$ cat src/rtl/irq_req_prienc_arb.sv
// irq_req_prienc_arb: edge-captured sticky request arbiter (highest index wins) with valid/ack handshake.
// Ports: clk, rst (sync active-high); req[N] request lines; ack consumer accept;
//        idx granted index; valid grant outstanding; pending sticky request register;
//        overflow sticky re-request-while-pending flag.
// Optional: define REQ_MASK_EN to add input mask[N] (last port) that drops masked request edges.
module irq_req_prienc_arb #(
  parameter int IDXW = 2,
  localparam int N = 2 ** IDXW
) (
  input  logic            clk,
  input  logic            rst,
  input  logic [N-1:0]    req,
  input  logic            ack,
  output logic [IDXW-1:0] idx,
  output logic            valid,
  output logic [N-1:0]    pending,
  output logic            overflow
`ifdef REQ_MASK_EN
  ,
  input  logic [N-1:0]    mask
`endif
);
  typedef enum logic {IDLE, GRANT} state_t;
  state_t            r_state, w_state_nxt;
  logic [IDXW-1:0]   r_idx, w_idx_nxt, w_hi;
  logic [N-1:0]      r_pending, r_req_d, w_rise, w_clr;
  logic              r_ovf, w_ack_ok;
`ifdef REQ_MASK_EN
  assign w_rise = req & ~r_req_d & ~mask;
`else
  assign w_rise = req & ~r_req_d;
`endif
  assign w_ack_ok = (r_state == GRANT) && ack;
  assign w_clr    = w_ack_ok ? N'(1) << r_idx : '0;
  always_comb begin
    w_hi = '0;
    for (int i = 0; i < N; i++) if (r_pending[i]) w_hi = IDXW'(i);
  end
  // A grant is frozen until acked: no pre-emption by later, higher-priority rises.
  always_comb begin
    w_state_nxt = r_state;
    w_idx_nxt   = r_idx;
    if (r_state == IDLE && |r_pending) begin
      w_state_nxt = GRANT;
      w_idx_nxt   = w_hi;
    end else if (w_ack_ok) w_state_nxt = IDLE;
  end
  // req_d resets to ones so lines held high through reset are not seen as edges.
  always_ff @(posedge clk) begin
    if (rst) begin
      r_state   <= IDLE;
      r_idx     <= '0;
      r_pending <= '0;
      r_req_d   <= '1;
      r_ovf     <= 1'b0;
    end else begin
      r_state   <= w_state_nxt;
      r_idx     <= w_idx_nxt;
      r_pending <= (r_pending & ~w_clr) | w_rise;
      r_req_d   <= req;
      r_ovf     <= r_ovf | (|(w_rise & r_pending & ~w_clr));
    end
  end
  assign idx      = r_idx;
  assign valid    = (r_state == GRANT);
  assign pending  = r_pending;
  assign overflow = r_ovf;
endmodule

$ cat config.mk
export PLATFORM = sky130hd
export DESIGN_NAME = irq_req_prienc_arb
export DESIGN_NICKNAME = d
export VERILOG_FILES = /design/src/rtl/irq_req_prienc_arb.sv
export SDC_FILE = /design/constraint.sdc
export NUM_CORES = 1
export LEC_CHECK = 0
export CORE_MARGIN = 2
export CORE_UTILIZATION = 26
export DETAILED_ROUTE_END_ITERATION = 10
export GPL_TIMING_DRIVEN = 0
export HOLD_SLACK_MARGIN = 0.08
export PLACE_DENSITY_LB_ADDON = 0.15
export REMOVE_ABC_BUFFERS = 1
export SETUP_SLACK_MARGIN = 0.2
export SLEW_MARGIN = 15
export SYNTH_ARGS = -nofsm -noshare
export SYNTH_HDL_FRONTEND = slang
export SYNTH_SLANG_ARGS = --single-unit
$ cat constraint.sdc
create_clock -name clk -period 2.42 [get_ports clk]
set_clock_uncertainty 0.15 [all_clocks]
set_input_delay 0.242 -clock clk [delete_from_list [all_inputs] [get_ports clk]]
set_output_delay 0.242 -clock clk [all_outputs]
set_load 0.005 [all_outputs]
Yosys cells after proc, flatten, opt, wreduce, memory -nomap -nowiden
Index checks and enable logic that the tools add are counted.
{"block": "totals", "out_inout_bits": 8, "ff_bits": 12, "word_cells": 26, "inputBits": 7}
{"block": "classes", "mux": 6, "n_reduce_logical": 5, "bitwise_logic": 9, "n_shift": 1}
{"cell": "4-bit AND", "count": 4}
{"cell": "4-bit inverter", "count": 2}
{"cell": "4-bit OR reduction", "count": 2}
{"cell": "2-bit two-way mux", "count": 2}
{"cell": "4-bit two-way mux", "count": 1}
{"cell": "4-bit OR", "count": 1}
{"cell": "1-bit by 2-bit left shift with 4-bit output (first input constant)", "count": 1}
{"cell": "1-bit two-way mux", "count": 3}
{"cell": "1-bit logical AND", "count": 2}
{"cell": "2-bit nonzero test", "count": 1}
{"cell": "1-bit inverter", "count": 1}
{"cell": "1-bit OR", "count": 1}

Depth between registers and ports, before layout
Gate-level depths: netlist (run 1).
{"block": "logic_depth", "depth_word": 6, "mapped_depth": 4, "ltp_nobuf": 3}

Least setup slack after synthesis (run 1)
OpenSTA, ideal clock, no wires.
{"block": "synth_timing", "path_kind": "reg2reg", "start": "register r_state, in the netlist valid", "end": "register r_ovf, in the netlist overflow", "n_path_buf": 1, "required_ns": 2.131, "period_less_slack_ns": 1.170, "path_stages_with_launch": 5, "setup_slack_ns": 1.250, "setup_ns": 0.139, "arrival_time_ns": 0.881, "path_cell_list": "dfxtp_1 > buf_6 > nand4_2 > a41oi_2 > a41oi_1"}
{"block": "synth_between", "elab_chain_cells": 6}
{"item": "start: declaration", "line": "24", "rtl": "state_t r_state, w_state_nxt;"}
{"item": "start signal: assignment", "line": "57", "rtl": "r_state <= w_state_nxt;"}
{"item": "1-bit logical AND", "line": "33", "rtl": "assign w_ack_ok = (r_state == GRANT) && ack;"}
{"item": "4-bit two-way mux", "line": "34", "rtl": "assign w_clr = w_ack_ok ? N'(1) << r_idx : '0;"}
{"item": "4-bit inverter", "line": "61", "rtl": "r_ovf <= r_ovf | (|(w_rise & r_pending & ~w_clr));"}
{"item": "4-bit AND", "line": "61"}
{"item": "4-bit OR reduction", "line": "61"}
{"item": "1-bit OR", "line": "61"}
{"item": "end signal: assignment", "line": "61"}
{"item": "end: declaration", "line": "27", "rtl": "logic r_ovf, w_ack_ok;"}
No other way between the ends.
A chain may end at the register's enable or synchronous reset.

Final worst setup path (run 1)
{"block": "layout_timing", "start": "register r_state, in the netlist valid", "end": "output port valid"}
{"item": "end: declaration", "line": "15", "rtl": "output logic valid,"}
No word-level cell between the ends.

==> flow_metrics.env, run 1 <==
export IMPL_outcome="finished clean"
export IMPL_start_util_pct=28.1
export IMPL_placement_rows=15
export IMPL_grt_pass1_wl_um=1530
export IMPL_power_density_nw_per_um2=656
export IMPL_drtAntennaViolNets=0
export IMPL_dr_pass1_iters=1
export IMPL_fin_hold_ws_ps=363
export IMPL_path_clk_slew_ps=80
export IMPL_final_common_cell="clkdlybuf4s50_1"
export IMPL_cts_resized=0
export IMPL_maxCapViolCount=0
export IMPL_grt_pass1_vias=371
export IMPL_dp_cells=88
export IMPL_critPathLaunchType="flip-flop"
export IMPL_max_stage_delay_ps=570
export IMPL_cpMaxStageDelayCell="clkdlybuf4s50_1"
export IMPL_wl_per_cell_um=10.6
export IMPL_num_vias=440
export IMPL_die_width_um=47.4
export IMPL_crit_buf_inv=1
export IMPL_postCtsSetupBuffers=0
export IMPL_numCtsBuffers=3
export IMPL_remaining_drc_errors=0
export IMPL_cp_end_kind="primary output"
export IMPL_nets=75
export IMPL_met3_usage_pct=4.53
export IMPL_hold_path_class="reg -> reg"
export IMPL_diodes=0
export IMPL_synthToLayoutAreaGrowth_pct=39.3
export IMPL_yosysWarnings=0
export IMPL_cts_sinks=12
export IMPL_ir_drop_v=0.000257
export IMPL_synth_cell_type_count=22
export IMPL_clockBufferDepth=2
export IMPL_yosys_area_top_type_share_pct=49.0
export IMPL_postCtsHoldBufs=0
export IMPL_grt_max_degree=13
export IMPL_fillers=191
export IMPL_use_met2_pct=14.1
export IMPL_cts_root_buf="clkbuf_4"
export IMPL_synth_cells=51
export IMPL_hold_viol_final=0
export IMPL_worst_slew_margin_rel_pct=73.3
export IMPL_p_leak_nw=0.238
export IMPL_hold_end="pending[0]"
export IMPL_grt_usage_pct=10.2
export IMPL_grt_overflow=0
export IMPL_die_area_um2=2250
export IMPL_hold_start="r_req_d[0]"
export IMPL_reg2reg_depth=3
export IMPL_syn_area_per_cell_um2=9.62
export IMPL_final_min_clock_period_ps=1750
export IMPL_setup_violations=0
export IMPL_drv_slew=0
export IMPL_yosysSeqAreaShare_pct=49.0
export IMPL_path_cells="clkdlybuf4s50_1"
export IMPL_die_h_um=47.4
export IMPL_worst_pin_slew_ps=400
export IMPL_ys_ff_latch=12
export IMPL_startpoint="valid"
export IMPL_rr_startpoint="valid"
export IMPL_max_freq_mhz=571
export IMPL_vias_per_cell=4.78
export IMPL_syn_area_um2=490
export IMPL_arrival_ps=1360
export IMPL_setup_tns_ps=0
export IMPL_whs_path_depth=2
export IMPL_utilization_pct=39.1
export IMPL_cts_htree_levels=1
export IMPL_fp_coreArea_um2=1750
export IMPL_p_total_mw=0.448
export IMPL_routed_wl_um=971
export IMPL_cp_data_required_time_ps=2030
export IMPL_grt_busiest_layer="met2"
export IMPL_crit_type="reg -> out"
export IMPL_clock_latency_ps=270
export IMPL_antenna_found_initial=0
export IMPL_ys_top_cells_by_area="dfxtp_1 49%, a21oi_1 5.1%, nor2b_1 5.1%"
export IMPL_grt_use_met1_pct=12.8
export IMPL_io_pins=15
export IMPL_final_cell_mix="14 x clkdlybuf4s50_1, 12 x dfxtp_1, 5 x nor2_1, 5 x a21oi_1"
export IMPL_gp_congestion=0.649
export IMPL_portBuffers=14
export IMPL_period_share_pct=72.3
export IMPL_synth_largest_area_cell="dfxtp_1"
export IMPL_final_cells=92
export IMPL_drt_iter0_markers=0
export IMPL_cpLargestDelayFamily="buffers and inverters"
export IMPL_reg2reg_slack_ps=1090
export IMPL_crit_fanout=11
export IMPL_dpl_hpwl_um=690
export IMPL_drive_above_1_share_pct=14.9
export IMPL_rr_endpoint="overflow"
export IMPL_rsz0062_at_grt="false"
export IMPL_cts_tree="done"
synthesized netlist by cell type (all sizes together):
library cell  count
dfxtp            12
buf               1
a21oi             5
nand4             1
nand2b            1
o311ai            1
o21bai            2
or2               4
nand3             2
o31ai             1
clkbuf            1
o21ai             2
inv               1
nor2b             4
a41oi             2
nor2              5
nor3              1
nand2             1
nand4b            2
a221oi            1
a22oi             1
worst max path at each step:
stage | to | slack [ps] | depth (start not counted)
finish | valid | 670 | 1
global route | valid | 600 | 1
CTS | valid | 660 | 1
detailed placement | overflow | 790 | 4
global placement | overflow | 780 | 4
floorplan | overflow | 1220 | 3
report_power, final:
| group | total (mW) | leakage, nW | switching, mW | internal [mW] |
|---|---|---|---|---|
| sequential | 0.230 | 0.0991 | 0.0193 | 0.211 |
| combinational | 0.0598 | 0.118 | 0.0200 | 0.0398 |
| clock | 0.158 | 0.0210 | 0.0670 | 0.0913 |
routing by layer:
metal	up-vias	wire length, µm
li1	221	-
met1	211	481
met2	8	439
met3	0	51
met4	0	0
met5	-	0
sequential cells by signal, indices dropped and copies added, names as in the netlist:
register and flops:
idx 2, overflow 1, pending 4, r_req_d 4, valid 1
area by class of cell:
| cell class | instances | area [µm²] | area share [%] |
|---|---|---|---|
| flip-flops and latches | 12 | 240 | 35.2 |
| multi-input cells | 36 | 231 | 33.9 |
| repair buffers | 14 | 140 | 20.5 |
| clock buffers | 4 | 36.3 | 5.31 |
| well taps | 25 | 31.3 | 4.58 |
| inverters | 1 | 3.75 | 0.549 |
stage by stage:
stage | cell area (µm²) | setup slack [ps]
6_report | 683 | 669
2_1_floorplan | 475 | 1220
4_1_cts | 683 | 663
5_1_grt | 683 | 603
3_3_place_gp | 647 | 778
3_5_place_dp | 647 | 792
kinds of logic (layout without fill, tap and decap cells):
logic type	after synthesis	in the layout	share of synthesized area (%)
AND/OR/NAND/NOR	21	21	25.3
AO/OA/AOI/OAI	15	15	21.9
flip-flops	12	12	49.0
buffers and inverters	3	19	3.82
Power figures use the tool's default switching activity.
==> run 2: changes to the inputs <==
Clock period 2.42 ns to 1.5 ns, I/O delays scaled along.
==> run 2 against run 1 <==
  * Flip-flop and latch count unchanged
  * Via count grew 5.7%
  * Register-to-register slack got worse by 820 ps
  * Clock power increased by 59%
  * Non-clock buffer count grew 8
  * Cell count up 8.7%
  * Largest power group unchanged
  * Die area unchanged
  * Highest routed layer unchanged
  * Global-route usage rose by 0.77 points
  * Sequential share of layout area decreased by 0.91 points
  * Clock-buffer cell count stayed put
  * Combinational power increased by 120%
==> flow_metrics.env, run 2 (synthesis gave the netlist of run 1 again) <==
export IMPL_cp_data_required_time_ps=1480
export IMPL_clockBufferDepth=2
export IMPL_arrival_ps=1210
export IMPL_pwr_share_comb_pct=18.2
export IMPL_dpl_hpwl_um=690
export IMPL_antenna_found_initial=0
export IMPL_grt_busiest_layer="met2"
export IMPL_netSwitchingFraction_pct=23.4
export IMPL_period_share_pct=81.7
export IMPL_drive_above_1_share_pct=36.0
export IMPL_synthToLayoutAreaGrowth_pct=56.4
export IMPL_layout_setup_ws_ps=275
export IMPL_final_seq_area_um2=263
export IMPL_hold_path_class="in -> reg"
export IMPL_grt_use_met1_pct=13.0
export IMPL_io_pins=15
export IMPL_fillers=191
export IMPL_hold_viol_final=0
export IMPL_diodes=0
export IMPL_clock_latency_ps=260
export IMPL_maxCapViolCount=0
export IMPL_cts_tree="done"
export IMPL_fp_coreArea_um2=1750
export IMPL_max_freq_mhz=816
export IMPL_cts_htree_levels=1
export IMPL_grt_pass1_vias=400
export IMPL_start_util_pct=28.1
export IMPL_grt_overflow=0
export IMPL_p_leak_nw=0.328
export IMPL_grt_max_degree=13
export IMPL_use_met2_pct=16.5
export IMPL_portBuffers=14
export IMPL_routed_wl_um=1020
export IMPL_drt_iter0_markers=3
export IMPL_gp_congestion=0.649
export IMPL_remaining_drc_errors=0
export IMPL_grt_pass1_wl_um=1650
export IMPL_rsz0062_at_grt="false"
export IMPL_cp_end_kind="flip-flop"
export IMPL_p_total_mw=0.734
export IMPL_wl_per_cell_um=10.2
export IMPL_cts_sinks=12
export IMPL_num_vias=465
export IMPL_nets=83
export IMPL_pre_cts_slack_ps=-36.2
export IMPL_die_area_um2=2250
export IMPL_placement_rows=15
export IMPL_cts_root_buf="clkbuf_4"
export IMPL_final_min_clock_period_ps=1230
export IMPL_critPathLaunchType="flip-flop"
export IMPL_worst_pin_slew_ps=407
export IMPL_final_cell_area_um2=767
export IMPL_pwr_share_seq_pct=47.5
export IMPL_path_clk_slew_ps=80
export IMPL_met3_usage_pct=4.53
export IMPL_final_cell_mix="8 x buf_4, 7 x dlygate4sd2_1, 6 x clkdlybuf4s50_1"
export IMPL_drtAntennaViolNets=0
export IMPL_numCtsBuffers=3
export IMPL_postCtsHoldBufs=0
export IMPL_multiInputGateArea_um2=239
export IMPL_dr_pass1_iters=4
export IMPL_post_dp_cell_area_um2=647
export IMPL_crit_type="reg -> reg"
export IMPL_die_width_um=47.4
export IMPL_power_density_nw_per_um2=957
export IMPL_crit_fanout=10
export IMPL_p_int_mw=0.562
export IMPL_final_common_cell="buf_4"
export IMPL_worst_slew_margin_rel_pct=72.8
export IMPL_ir_drop_v=0.000359
export IMPL_grt_usage_pct=11.0
export IMPL_vias_per_cell=4.65
export IMPL_clkPwrFrac_pct=34.2
export IMPL_outcome="finished clean"
export IMPL_p_switching_mw=0.172
export IMPL_die_h_um=47.4
export IMPL_drv_slew=0
export IMPL_setup_violations=0
## run 2: cell count changes in the layout (fill, tap and decap cells not counted), sizes merged
cell,previous run,this run
buf,0,8
clkdlybuf4s50,14,6
dlygate4sd2,0,7
dlymetal6s2s,0,1
## run 2: layout make-up
class / count / area share, %
sequential: 12 / 34.3
multi-input combinational: 36 / 31.2
inverter: 1 / 0.489
timing repair buffer: 22 / 25.3
clock buffer: 4 / 4.73
tap: 25 / 4.08
## run 2: worst paths after layout
path,start,end,slack (ps),depth (start not counted)
setup reg to reg,valid,overflow,270,4
hold reg to reg,r_req_d[0],pending[0],350,2
hold / removal,req[1],r_req_d[1],320,2
setup / recovery,valid,overflow,270,4
## run 2: power groups by stage
stage          Combinational (mW)  Sequential, mW  Clock, mW
2_1_floorplan              0.0384           0.373          0
3_3_place_gp               0.0973           0.379          0
3_5_place_dp               0.0971           0.379          0
4_1_cts                     0.134           0.350      0.265
5_1_grt                     0.147           0.353      0.284
6_report                    0.134           0.349      0.251
## run 2: what timing repair did
item,in CTS,in global routing
endpoints found under the setup margin,9,2
gates resized for setup,20,2
buffers inserted,8,0
## run 2: metrics by stage
step / instances / util (%) / TNS (ps) / hold WS (ps)
6_report: 100 / 43.9 / 0 / 318
5_1_grt: 100 / 43.9 / 0 / 308
4_1_cts: 100 / 43.4 / 0 / 305
3_5_place_dp: 88 / 37.1 / -36.2 / 355
3_3_place_gp: 88 / 37.1 / -49.6 / 351
2_1_floorplan: 49 / - / 0 / 69.1
## run 2: critical path: stages, from the launching register on
cell	delay, ps
dfxtp_4	340
buf_4	150
nand4_2	120
a41oi_2	210
a41oi_1	120
## run 2: routing by layer
layer	share of wire [%]	wire length, µm	up-vias
met2	45	460	8
met3	5.2	53	0
met4	0	0	0
li1	-	-	237
met1	50	506	220
met5	0	0	-
==> run 3: changes to the inputs <==
Clock period 1.5 ns to 1.1 ns, I/O delays scaled along.
==> run 3 against run 2 <==
  * The run now ends with setup timing left
  * Clock power up 39%
  * Combinational power increased by 58%
  * Fmax grew 5.2%
  * Critical endpoint unchanged
  * Largest cell class is now multi-input combinational cells
==> flow_metrics.env, run 3 (synthesis gave the netlist of run 1 again) <==
export IMPL_outcome="finished with violations"
export IMPL_violations="setup timing"
export IMPL_portBuffers=14
export IMPL_diodes=0
export IMPL_dpl_hpwl_um=690
export IMPL_max_stage_delay_ps=350
export IMPL_placement_rows=15
export IMPL_die_width_um=47.4
export IMPL_fin_hold_ws_ps=216
export IMPL_numCtsBuffers=3
export IMPL_final_common_cell="buf_6"
export IMPL_utilization_pct=45.9
export IMPL_rsz0062_at_grt="true"
export IMPL_path_clk_slew_ps=80
export IMPL_cts_htree_levels=1
export IMPL_cts_sinks=12
export IMPL_nets=84
export IMPL_drive_above_1_share_pct=51.3
export IMPL_grt_pass1_wl_um=1700
export IMPL_layout_setup_ws_ps=-64.8
export IMPL_cts_tree="done"
export IMPL_clock_latency_ps=270
export IMPL_dr_pass1_iters=4
export IMPL_drv_slew=0
export IMPL_worst_slew_margin_rel_pct=70.9
export IMPL_arrival_ps=1150
export IMPL_cp_end_kind="flip-flop"
export IMPL_final_seq_area_um2=263
export IMPL_dp_cells=88
export IMPL_setup_tns_ps=-124
export IMPL_io_pins=15
export IMPL_wl_per_cell_um=10.7
export IMPL_maxCapViolCount=0
export IMPL_drtAntennaViolNets=0
export IMPL_period_share_pct=106
export IMPL_final_min_clock_period_ps=1160
export IMPL_crit_buf_inv=1
export IMPL_hold_viol_final=0
export IMPL_max_freq_mhz=859
export IMPL_path_depth=4
export IMPL_setup_violations=5
export IMPL_vias_per_cell=4.72
export IMPL_die_h_um=47.4
export IMPL_gp_congestion=0.649
export IMPL_multiInputGateArea_um2=269
export IMPL_cpMaxStageDelayCell="dfxtp_4"
export IMPL_final_cells=101
export IMPL_ir_drop_v=0.000524
export IMPL_cpLargestDelayFamily="flip-flops"
export IMPL_grt_overflow=0
export IMPL_crit_type="reg -> reg"
export IMPL_grt_max_degree=13
export IMPL_grt_usage_pct=11.1
export IMPL_cp_data_required_time_ps=1090
export IMPL_crit_fanout=6
export IMPL_routed_wl_um=1080
export IMPL_postCtsHoldBufs=0
export IMPL_synthToLayoutAreaGrowth_pct=63.5
export IMPL_worst_pin_slew_ps=437
export IMPL_cts_root_buf="clkbuf_4"
export IMPL_start_util_pct=28.1
export IMPL_antenna_found_initial=0
export IMPL_critPathLaunchType="flip-flop"
export IMPL_grt_pass1_vias=400
export IMPL_power_density_nw_per_um2=1300
export IMPL_die_area_um2=2250
export IMPL_p_leak_nw=0.322
export IMPL_reg2reg_depth=4
export IMPL_fillers=184
export IMPL_clockBufferDepth=2
export IMPL_fp_coreArea_um2=1750
export IMPL_final_cell_mix="7 x buf_6, 5 x nor2_1, 5 x a21oi_1, 5 x dfxtp_4, 5 x buf_4"
export IMPL_whs_path_depth=2
export IMPL_remaining_drc_errors=0
export IMPL_drt_iter0_markers=7
export IMPL_num_vias=477
export IMPL_path_cells="buf_6 > nand4b_1 > nand3_1 > a41oi_2"
export IMPL_hold_path_class="in -> reg"
==> run 3: cell count changes in the layout (fill, tap and decap cells not counted), moves of 2 or more <==
cell             before  now
dlygate4sd2_1         7    2
clkdlybuf4s50_1       6    4
o21ai_0               2    0
buf_6                 0    7
o21ai_1               0    2
buf_4                 8    5
buf_2                 0    4
==> run 3: through the flow <==
stage	setup WS [ps]	area [µm²]	total power, mW
after detailed placement	-396	647	0.649
final	-64.8	802	1.04
after floorplan	-100	475	0.561
after CTS	-86.0	778	1.04
after global routing	-127	802	1.11
after global placement	-410	647	0.649
==> run 3: per-layer routing <==
layer	vias to the layer above	global-route usage, %	routed length [µm]
met5	-	0	0
met3	2	4.53	61
met1	229	13.9	523
li1	238	-	-
met4	0	5.00	12
met2	8	16.5	481
==> run 3: power by group <==
group          switching (mW)  internal (mW)  leakage (nW)
Sequential             0.0158          0.464         0.104
Clock                   0.148          0.201        0.0210
Combinational          0.0948          0.118         0.197
==> run 3: cell type report <==
cell class / instances / share of cell area (%)
multi-input cells: 36 / 33.5
flip-flops and latches: 12 / 32.8
repair buffers: 23 / 24.8
clock buffers: 4 / 4.52
well taps: 25 / 3.90
inverters: 1 / 0.468
==> run 3: repair_timing <==
item,4_1_cts,5_1_grt
setup endpoints to repair,20,16
buffers inserted,9,0
pin swaps,9,4
gates resized for setup,55,6
==> run 3: worst paths after layout <==
kind	from	to	slack, ps
max reg2reg	idx[1]	overflow	-60
min	ack	valid	220
min reg2reg	r_req_d[0]	pending[0]	360
max	idx[1]	overflow	-60
